`src/rtl/qspi_flash_op_ctrl.sv`:
```
// Purpose: expands one read/erase/program request into WREN, op, RDSR-poll serializer commands.
// Latency: read ~ serializer time + 2; erase/program add WREN, GAP_CYCLES gaps and WIP polling.
// Backpressure: req_ready only in IDLE; each command holds ser_start until ser_dataready is seen.
module qspi_flash_op_ctrl #(
    parameter int          GAP_CYCLES = 16,
    parameter logic [31:0] POLL_MAX   = 32'd1000000,
    parameter int          ADDR_W     = 24
) (
    input  logic              clk_i,
    input  logic              rst_i,
    input  logic              req_valid,
    output logic              req_ready,
    input  logic [1:0]        req_op,
    input  logic [ADDR_W-1:0] req_addr,
    input  logic [31:0]       req_wdata,
    output logic              resp_valid,
    output logic [31:0]       resp_rdata,
    output logic              resp_err,
    output logic              ser_start,
    input  logic              ser_busy,
    input  logic              ser_dataready,
    output logic [7:0]        ser_cmd,
    output logic [31:0]       ser_addr,
    output logic              ser_has_addr,
    output logic              ser_has_data,
    output logic              ser_wr,
    output logic [31:0]       ser_wdata,
    input  logic [31:0]       ser_rdata
);

    localparam logic [2:0] S_IDLE = 3'd0;
    localparam logic [2:0] S_WREN = 3'd1;
    localparam logic [2:0] S_OP   = 3'd2;
    localparam logic [2:0] S_POLL = 3'd3;
    localparam logic [2:0] S_GAP  = 3'd4;
    localparam logic [2:0] S_RESP = 3'd5;

    localparam logic [1:0] OP_READ  = 2'd0;
    localparam logic [1:0] OP_ERASE = 2'd1;
    localparam logic [1:0] OP_PROG  = 2'd2;
    localparam logic [1:0] OP_RSVD  = 2'd3;

    localparam logic [7:0] CMD_WREN  = 8'h06;
    localparam logic [7:0] CMD_READ  = 8'h03;
    localparam logic [7:0] CMD_ERASE = 8'h20;
    localparam logic [7:0] CMD_PROG  = 8'h02;
    localparam logic [7:0] CMD_RDSR  = 8'h05;

    // Last gap count value before the next command may start.
    localparam logic [31:0] GAP_LAST = 32'(GAP_CYCLES - 1);

    logic [2:0]        r_state;
    logic [2:0]        r_after;
    logic [1:0]        r_op;
    logic [ADDR_W-1:0] r_addr;
    logic [31:0]       r_wdata;
    logic [31:0]       r_gap_cnt;
    logic [31:0]       r_poll_cnt;
    logic              r_wip;
    logic              r_resp_valid;
    logic              r_resp_err;
    logic [31:0]       r_resp_rdata;
    logic              r_ser_start;
    logic [7:0]        r_ser_cmd;
    logic [31:0]       r_ser_addr;
    logic              r_ser_has_addr;
    logic              r_ser_has_data;
    logic              r_ser_wr;
    logic [31:0]       r_ser_wdata;

    logic [2:0]        w_issue_state;
    logic [1:0]        w_issue_op;
    logic [ADDR_W-1:0] w_issue_addr;
    logic [31:0]       w_issue_wdata;
    logic [7:0]        w_cmd;
    logic [31:0]       w_addr;
    logic              w_has_addr;
    logic              w_has_data;
    logic              w_wr;
    logic [31:0]       w_wdata;

    assign req_ready    = (r_state == S_IDLE);
    assign resp_valid   = r_resp_valid;
    assign resp_err     = r_resp_err;
    assign resp_rdata   = r_resp_rdata;
    assign ser_start    = r_ser_start;
    assign ser_cmd      = r_ser_cmd;
    assign ser_addr     = r_ser_addr;
    assign ser_has_addr = r_ser_has_addr;
    assign ser_has_data = r_ser_has_data;
    assign ser_wr       = r_ser_wr;
    assign ser_wdata    = r_ser_wdata;

    // Decode the command about to be issued: from the live request in IDLE, from the latched one in GAP.
    always_comb begin
        w_issue_op    = (r_state == S_IDLE) ? req_op    : r_op;
        w_issue_addr  = (r_state == S_IDLE) ? req_addr  : r_addr;
        w_issue_wdata = (r_state == S_IDLE) ? req_wdata : r_wdata;
        w_issue_state = S_IDLE;
        if (r_state == S_IDLE) begin
            if (req_op == OP_READ) begin
                w_issue_state = S_OP;
            end else if (req_op == OP_RSVD) begin
                w_issue_state = S_RESP;
            end else begin
                w_issue_state = S_WREN;
            end
        end else if (r_state == S_GAP) begin
            w_issue_state = r_after;
        end
        w_cmd      = 8'h00;
        w_addr     = 32'h0;
        w_has_addr = 1'b0;
        w_has_data = 1'b0;
        w_wr       = 1'b0;
        w_wdata    = 32'h0;
        case (w_issue_state)
            S_WREN: w_cmd = CMD_WREN;
            S_OP: begin
                w_addr     = 32'(w_issue_addr);
                w_has_addr = 1'b1;
                case (w_issue_op)
                    OP_READ: begin
                        w_cmd      = CMD_READ;
                        w_has_data = 1'b1;
                    end
                    OP_ERASE: w_cmd = CMD_ERASE;
                    OP_PROG: begin
                        w_cmd      = CMD_PROG;
                        w_has_data = 1'b1;
                        w_wr       = 1'b1;
                        w_wdata    = w_issue_wdata;
                    end
                    default: w_has_addr = 1'b0;
                endcase
            end
            S_POLL: begin
                w_cmd      = CMD_RDSR;
                w_has_data = 1'b1;
            end
            default: w_cmd = 8'h00;
        endcase
    end

    // Sequencer: accept, issue each command with start/dataready handshake, gap, poll, respond.
    always_ff @(posedge clk_i) begin
        if (rst_i) begin
            r_state        <= S_IDLE;
            r_after        <= S_IDLE;
            r_op           <= 2'd0;
            r_addr         <= '0;
            r_wdata        <= 32'h0;
            r_gap_cnt      <= 32'h0;
            r_poll_cnt     <= 32'h0;
            r_wip          <= 1'b0;
            r_resp_valid   <= 1'b0;
            r_resp_err     <= 1'b0;
            r_resp_rdata   <= 32'h0;
            r_ser_start    <= 1'b0;
            r_ser_cmd      <= 8'h00;
            r_ser_addr     <= 32'h0;
            r_ser_has_addr <= 1'b0;
            r_ser_has_data <= 1'b0;
            r_ser_wr       <= 1'b0;
            r_ser_wdata    <= 32'h0;
        end else begin
            r_resp_valid <= 1'b0;
            case (r_state)
                S_IDLE: begin
                    if (req_valid) begin
                        r_op         <= req_op;
                        r_addr       <= req_addr;
                        r_wdata      <= req_wdata;
                        r_gap_cnt    <= 32'h0;
                        r_poll_cnt   <= 32'h0;
                        r_wip        <= 1'b0;
                        r_resp_rdata <= 32'h0;
                        r_resp_err   <= 1'b0;
                        if (req_op == OP_RSVD) begin
                            // Reserved op never touches the serializer.
                            r_state      <= S_RESP;
                            r_resp_valid <= 1'b1;
                            r_resp_err   <= 1'b1;
                        end else begin
                            r_state        <= w_issue_state;
                            r_ser_start    <= 1'b1;
                            r_ser_cmd      <= w_cmd;
                            r_ser_addr     <= w_addr;
                            r_ser_has_addr <= w_has_addr;
                            r_ser_has_data <= w_has_data;
                            r_ser_wr       <= w_wr;
                            r_ser_wdata    <= w_wdata;
                        end
                    end
                end
                S_WREN, S_OP, S_POLL: begin
                    if (r_ser_start) begin
                        if (ser_dataready) begin
                            r_ser_start <= 1'b0;
                            if (r_state == S_OP && r_op == OP_READ) begin
                                r_resp_rdata <= ser_rdata;
                            end
                            if (r_state == S_POLL) begin
                                r_wip <= ser_rdata[0];
                            end
                        end
                    end else if (!ser_busy) begin
                        // Command fully retired by the serializer.
                        r_gap_cnt <= 32'h0;
                        if (r_state == S_WREN) begin
                            r_state <= S_GAP;
                            r_after <= S_OP;
                        end else if (r_state == S_OP) begin
                            if (r_op == OP_READ) begin
                                r_state      <= S_RESP;
                                r_resp_valid <= 1'b1;
                            end else begin
                                r_state <= S_GAP;
                                r_after <= S_POLL;
                            end
                        end else if (!r_wip) begin
                            r_state      <= S_RESP;
                            r_resp_valid <= 1'b1;
                        end else if ((r_poll_cnt + 32'd1) >= POLL_MAX) begin
                            r_state      <= S_RESP;
                            r_resp_valid <= 1'b1;
                            r_resp_err   <= 1'b1;
                        end else begin
                            r_poll_cnt <= r_poll_cnt + 32'd1;
                            r_state    <= S_GAP;
                            r_after    <= S_POLL;
                        end
                    end
                end
                S_GAP: begin
                    if (r_gap_cnt == GAP_LAST) begin
                        r_state        <= r_after;
                        r_ser_start    <= 1'b1;
                        r_ser_cmd      <= w_cmd;
                        r_ser_addr     <= w_addr;
                        r_ser_has_addr <= w_has_addr;
                        r_ser_has_data <= w_has_data;
                        r_ser_wr       <= w_wr;
                        r_ser_wdata    <= w_wdata;
                    end else begin
                        r_gap_cnt <= r_gap_cnt + 32'd1;
                    end
                end
                S_RESP:  r_state <= S_IDLE;
                default: r_state <= S_IDLE;
            endcase
        end
    end

endmodule
```
`config.mk`:
```
export PLATFORM = sky130hd
export DESIGN_NAME = qspi_flash_op_ctrl
export DESIGN_NICKNAME = d
export VERILOG_FILES = /design/src/rtl/qspi_flash_op_ctrl.sv
export SDC_FILE = /design/constraint.sdc
export NUM_CORES = 1
export LEC_CHECK = 0
export ABC_AREA = 1
export BUFFER_PORTS_ARGS = -buffer_cell sky130_fd_sc_hd__buf_2
export CAP_MARGIN = 40
export CORE_MARGIN = 2
export CORE_UTILIZATION = 45
export CTS_BUF_LIST = sky130_fd_sc_hd__clkbuf_8
export DETAILED_ROUTE_END_ITERATION = 16
export PLACE_DENSITY = 0.72
export RECOVER_POWER = 25
export SLEW_MARGIN = 40
export SYNTH_ARGS = -nofsm -noshare
export SYNTH_HDL_FRONTEND = slang
export SYNTH_SLANG_ARGS = --single-unit
```
`constraint.sdc`:
```
create_clock -name clk_i -period 2 [get_ports clk_i]
set_input_delay 0.1 -clock clk_i [delete_from_list [all_inputs] [get_ports clk_i]]
set_output_delay 0.1 -clock clk_i [all_outputs]
set_load 0.02 [all_outputs]
```
==> results.cfg <==
[outcome]
status = finished, violations left
violations = negative setup slack

[placed_design]
dp.final_hpwl_um = 20700
numPortBuffers = 193
place_ws_ns = -0.494
place_congestion = 0.959
placed_cell_area_um2 = 13100
dp_cells = 2142

[worst_setup_path]
start_kind = flop
crit_type = flop to flop
critPathMaxFanout = 5
required_ns = 2.46
end_kind = flop
worst-endpoint-arrival_ns = 2.96

[routing]
dr.pass1.iters = 8
via_count = 12543
drc = 0
totalWireLength_um = 37400
wl_per_cell_um = 15.9
postRouteAntennaNets = 0
via_per_inst = 5.33
drt_iter0_markers = 1057

[clocking]
path_clk_slew_ns = 0.06
tritoncts = built
cts.sink_count = 226
clock_latency_ns = 0.54
cts_buffer_depth = 3
cts-root-buf = clkbuf_8
htreeDepth = 2
cts_made_buffers = 40

[global_route]
grt_first_pass_wirelength_um = 55600
grt_pass1_vias = 11750
antenna_found_initial = 0
grt_use_total_pct = 25.8
grt_max_degree = 181
grt_overflow = 0

[synthesis]
ys_ff_latch = 226
synth-compound-area-share_pct = 14.9
synthAdderAreaFrac_pct = 0.230
netlist_area_um2 = 10900
ys_top_cells_by_area = dfxtp_1, nand2_1, a21oi_1
yosys.area_share.xor_xnor_pct = 1.61
synthArstFlopShare_pct = 0
synth_most_common_cell = nand2_1
ys_types = 43
synth_mux_area_share_pct = 0
synth_top_area_share_pct = 41.5
netlist.top_cell.by_area = dfxtp_1
yosys_warnings = 0
synth_edf_count = 0
syn_inst = 1562
synth-main-ff-cell = dfxtp_1
synthTopCellsByCount = nand2_1, dfxtp_1, a21oi_1
synth_area_per_cell_um2 = 6.97
seq_area_frac_synth_pct = 41.5
synth_top_family_by_area = simple AND/OR/NAND/NOR gates
synth-simple-area-share_pct = 32.4

[timing]
hold_violations = 0
tns_ns = -17.59
period_minus_slack_ns = 2.50
fin_crit_sh_pct = 125
rsz0062_at_grt = yes
tightest_slew_ns = 0.916
slew_headroom_pct = 38.9
slew_viol_final = 0
max_clock_freq_ghz = 0.400
clock_skew_ns = 0.0177
setup_viol = 92
finalWorstSetupSlack_ns = -0.500

[cells_and_area]
nets = 2104
final_cells = 2355
design_area_um2 = 16200
fin_util_pct = 68.4
syn_to_final_growth_pct = 48.4
drive_gt1_share_pct = 28.4
n_antenna_cell = 0

[floorplan]
dieArea_um2 = 25500
core_area_um2 = 23600
die_h_um = 160
die_x_um = 160
start_util_pct = 46.1
row_count = 56
pin_count = 206

[pwr]
power_density_nw_per_um2 = 1220
ir_drop_v = 0.000837
power_leakage_uw = 0.00655

[flow_run]
max-cap-violations = 0

[hold_path]
hp-class = input port to flop
## where the power goes
part           switching, uW  internal, uW
Clock                   1960          2700
Combinational           5840          3880
Sequential               271          5090
## critical path, cell delays in order (launching register included)
cell	delay [ns]
dfxtp_4	0.37
ha_4	0.14
inv_4	0.05
nor2_8	0.15
buf_4	0.13
buf_4	0.10
nand3_1	0.07
nand2_1	0.06
nand2_1	0.07
nor2_1	0.14
nand3_1	0.09
nand2_1	0.08
nand2_1	0.07
nand2_2	0.10
buf_4	0.12
nand4_1	0.22
or2_4	0.33
a21oi_2	0.11
## cell type report
type	count	area, um2
fill	1841	7450
inverter	153	602
sequential	226	4550
clock buffer	55	757
timing repair buffer	481	3760
tap	319	399
clock inverter	16	118
multi-input combinational	1103	5960
timing repair inverter	2	20.0
## cell families (layout without fill, tap and decap cells)
| group | after synthesis | count (layout) |
|---|---|---|
| compound gates | 302 | 302 |
| buf+inv | 245 | 707 |
| flops | 226 | 226 |
| other cells | 1 | 12 |
| simple gates | 766 | 767 |
| xor+xnor | 20 | 20 |
| fa+ha+maj | 2 | 2 |
## routing by layer
layer / vias up / global-route usage, % / routed length [um]
met4: 0 / 10.3 / 1250
met5: - / 0 / 0
met2: 572 / 44.7 / 18200
met1: 5863 / 31.3 / 15000
li1: 5994 / - / -
met3: 114 / 5.42 / 2890
## registers in the layout, indices dropped and copies added, names as in the netlist, 2 cells and up
signal,cells
ser_cmd,4
r_addr,24
r_after,2
ser_wdata,32
r_poll_cnt,32
ser_addr,24
resp_rdata,32
r_state,3
r_op,2
r_wdata,32
r_gap_cnt,32
## stage by stage
step	hold slack (ns)	power, uW
floorplan	0.216	10000
finish	0.354	19700
global placement	0.340	11900
detailed placement	0.352	12000
CTS	0.313	17300
global route	0.358	20700
## worst paths after layout
check                           cells past startpoint  slack [ns]            end     startpoint
worst max-delay path                               17       -0.50  r_poll_cnt[6]  r_poll_cnt[1]
worst min-delay path                                4        0.35     r_addr[12]   req_addr[12]
worst max register to register                     17       -0.50  r_poll_cnt[6]  r_poll_cnt[1]
worst min register to register                      2        0.45  resp_rdata[0]  resp_rdata[0]
## layout by cell type (no fill, tap or decap), types with 5 or more instances in the layout
cell type / instances
nand4_1: 19
nand3b_1: 36
nand3_4: 6
o21ai_1: 6
conb_1: 12
inv_1: 143
nor2_1: 103
or2_4: 7
buf_4: 150
nor2_4: 19
o22ai_2: 5
clkbuf_8: 55
nor3_1: 40
a211oi_1: 28
a21oi_1: 147
nand3_1: 79
nor2_2: 11
clkbuf_16: 9
or2_1: 24
buf_6: 18
nand2_2: 20
o21ai_2: 5
clkbuf_1: 41
nor4_2: 5
nand3_2: 22
xor2_1: 13
nand2_1: 354
a21o_1: 5
buf_2: 151
buf_12: 14
inv_2: 16
dfxtp_1: 208
dlygate4sd3_1: 94
dfxtp_2: 17
a21oi_2: 10
o21ai_0: 89
## what timing repair did
| action | 4_1_cts | 5_1_grt |
|---|---|---|
| endpoints found under the hold margin | 140 | 0 |
| hold buffers | 94 | 0 |
| gates resized for setup | 64 | 123 |
| cloned | 3 | 14 |
| setup buffers | 22 | 17 |
| endpoints found under the setup margin | 133 | 173 |
| pin swaps | 26 | 44 |
(Power assumes the default switching activity.)
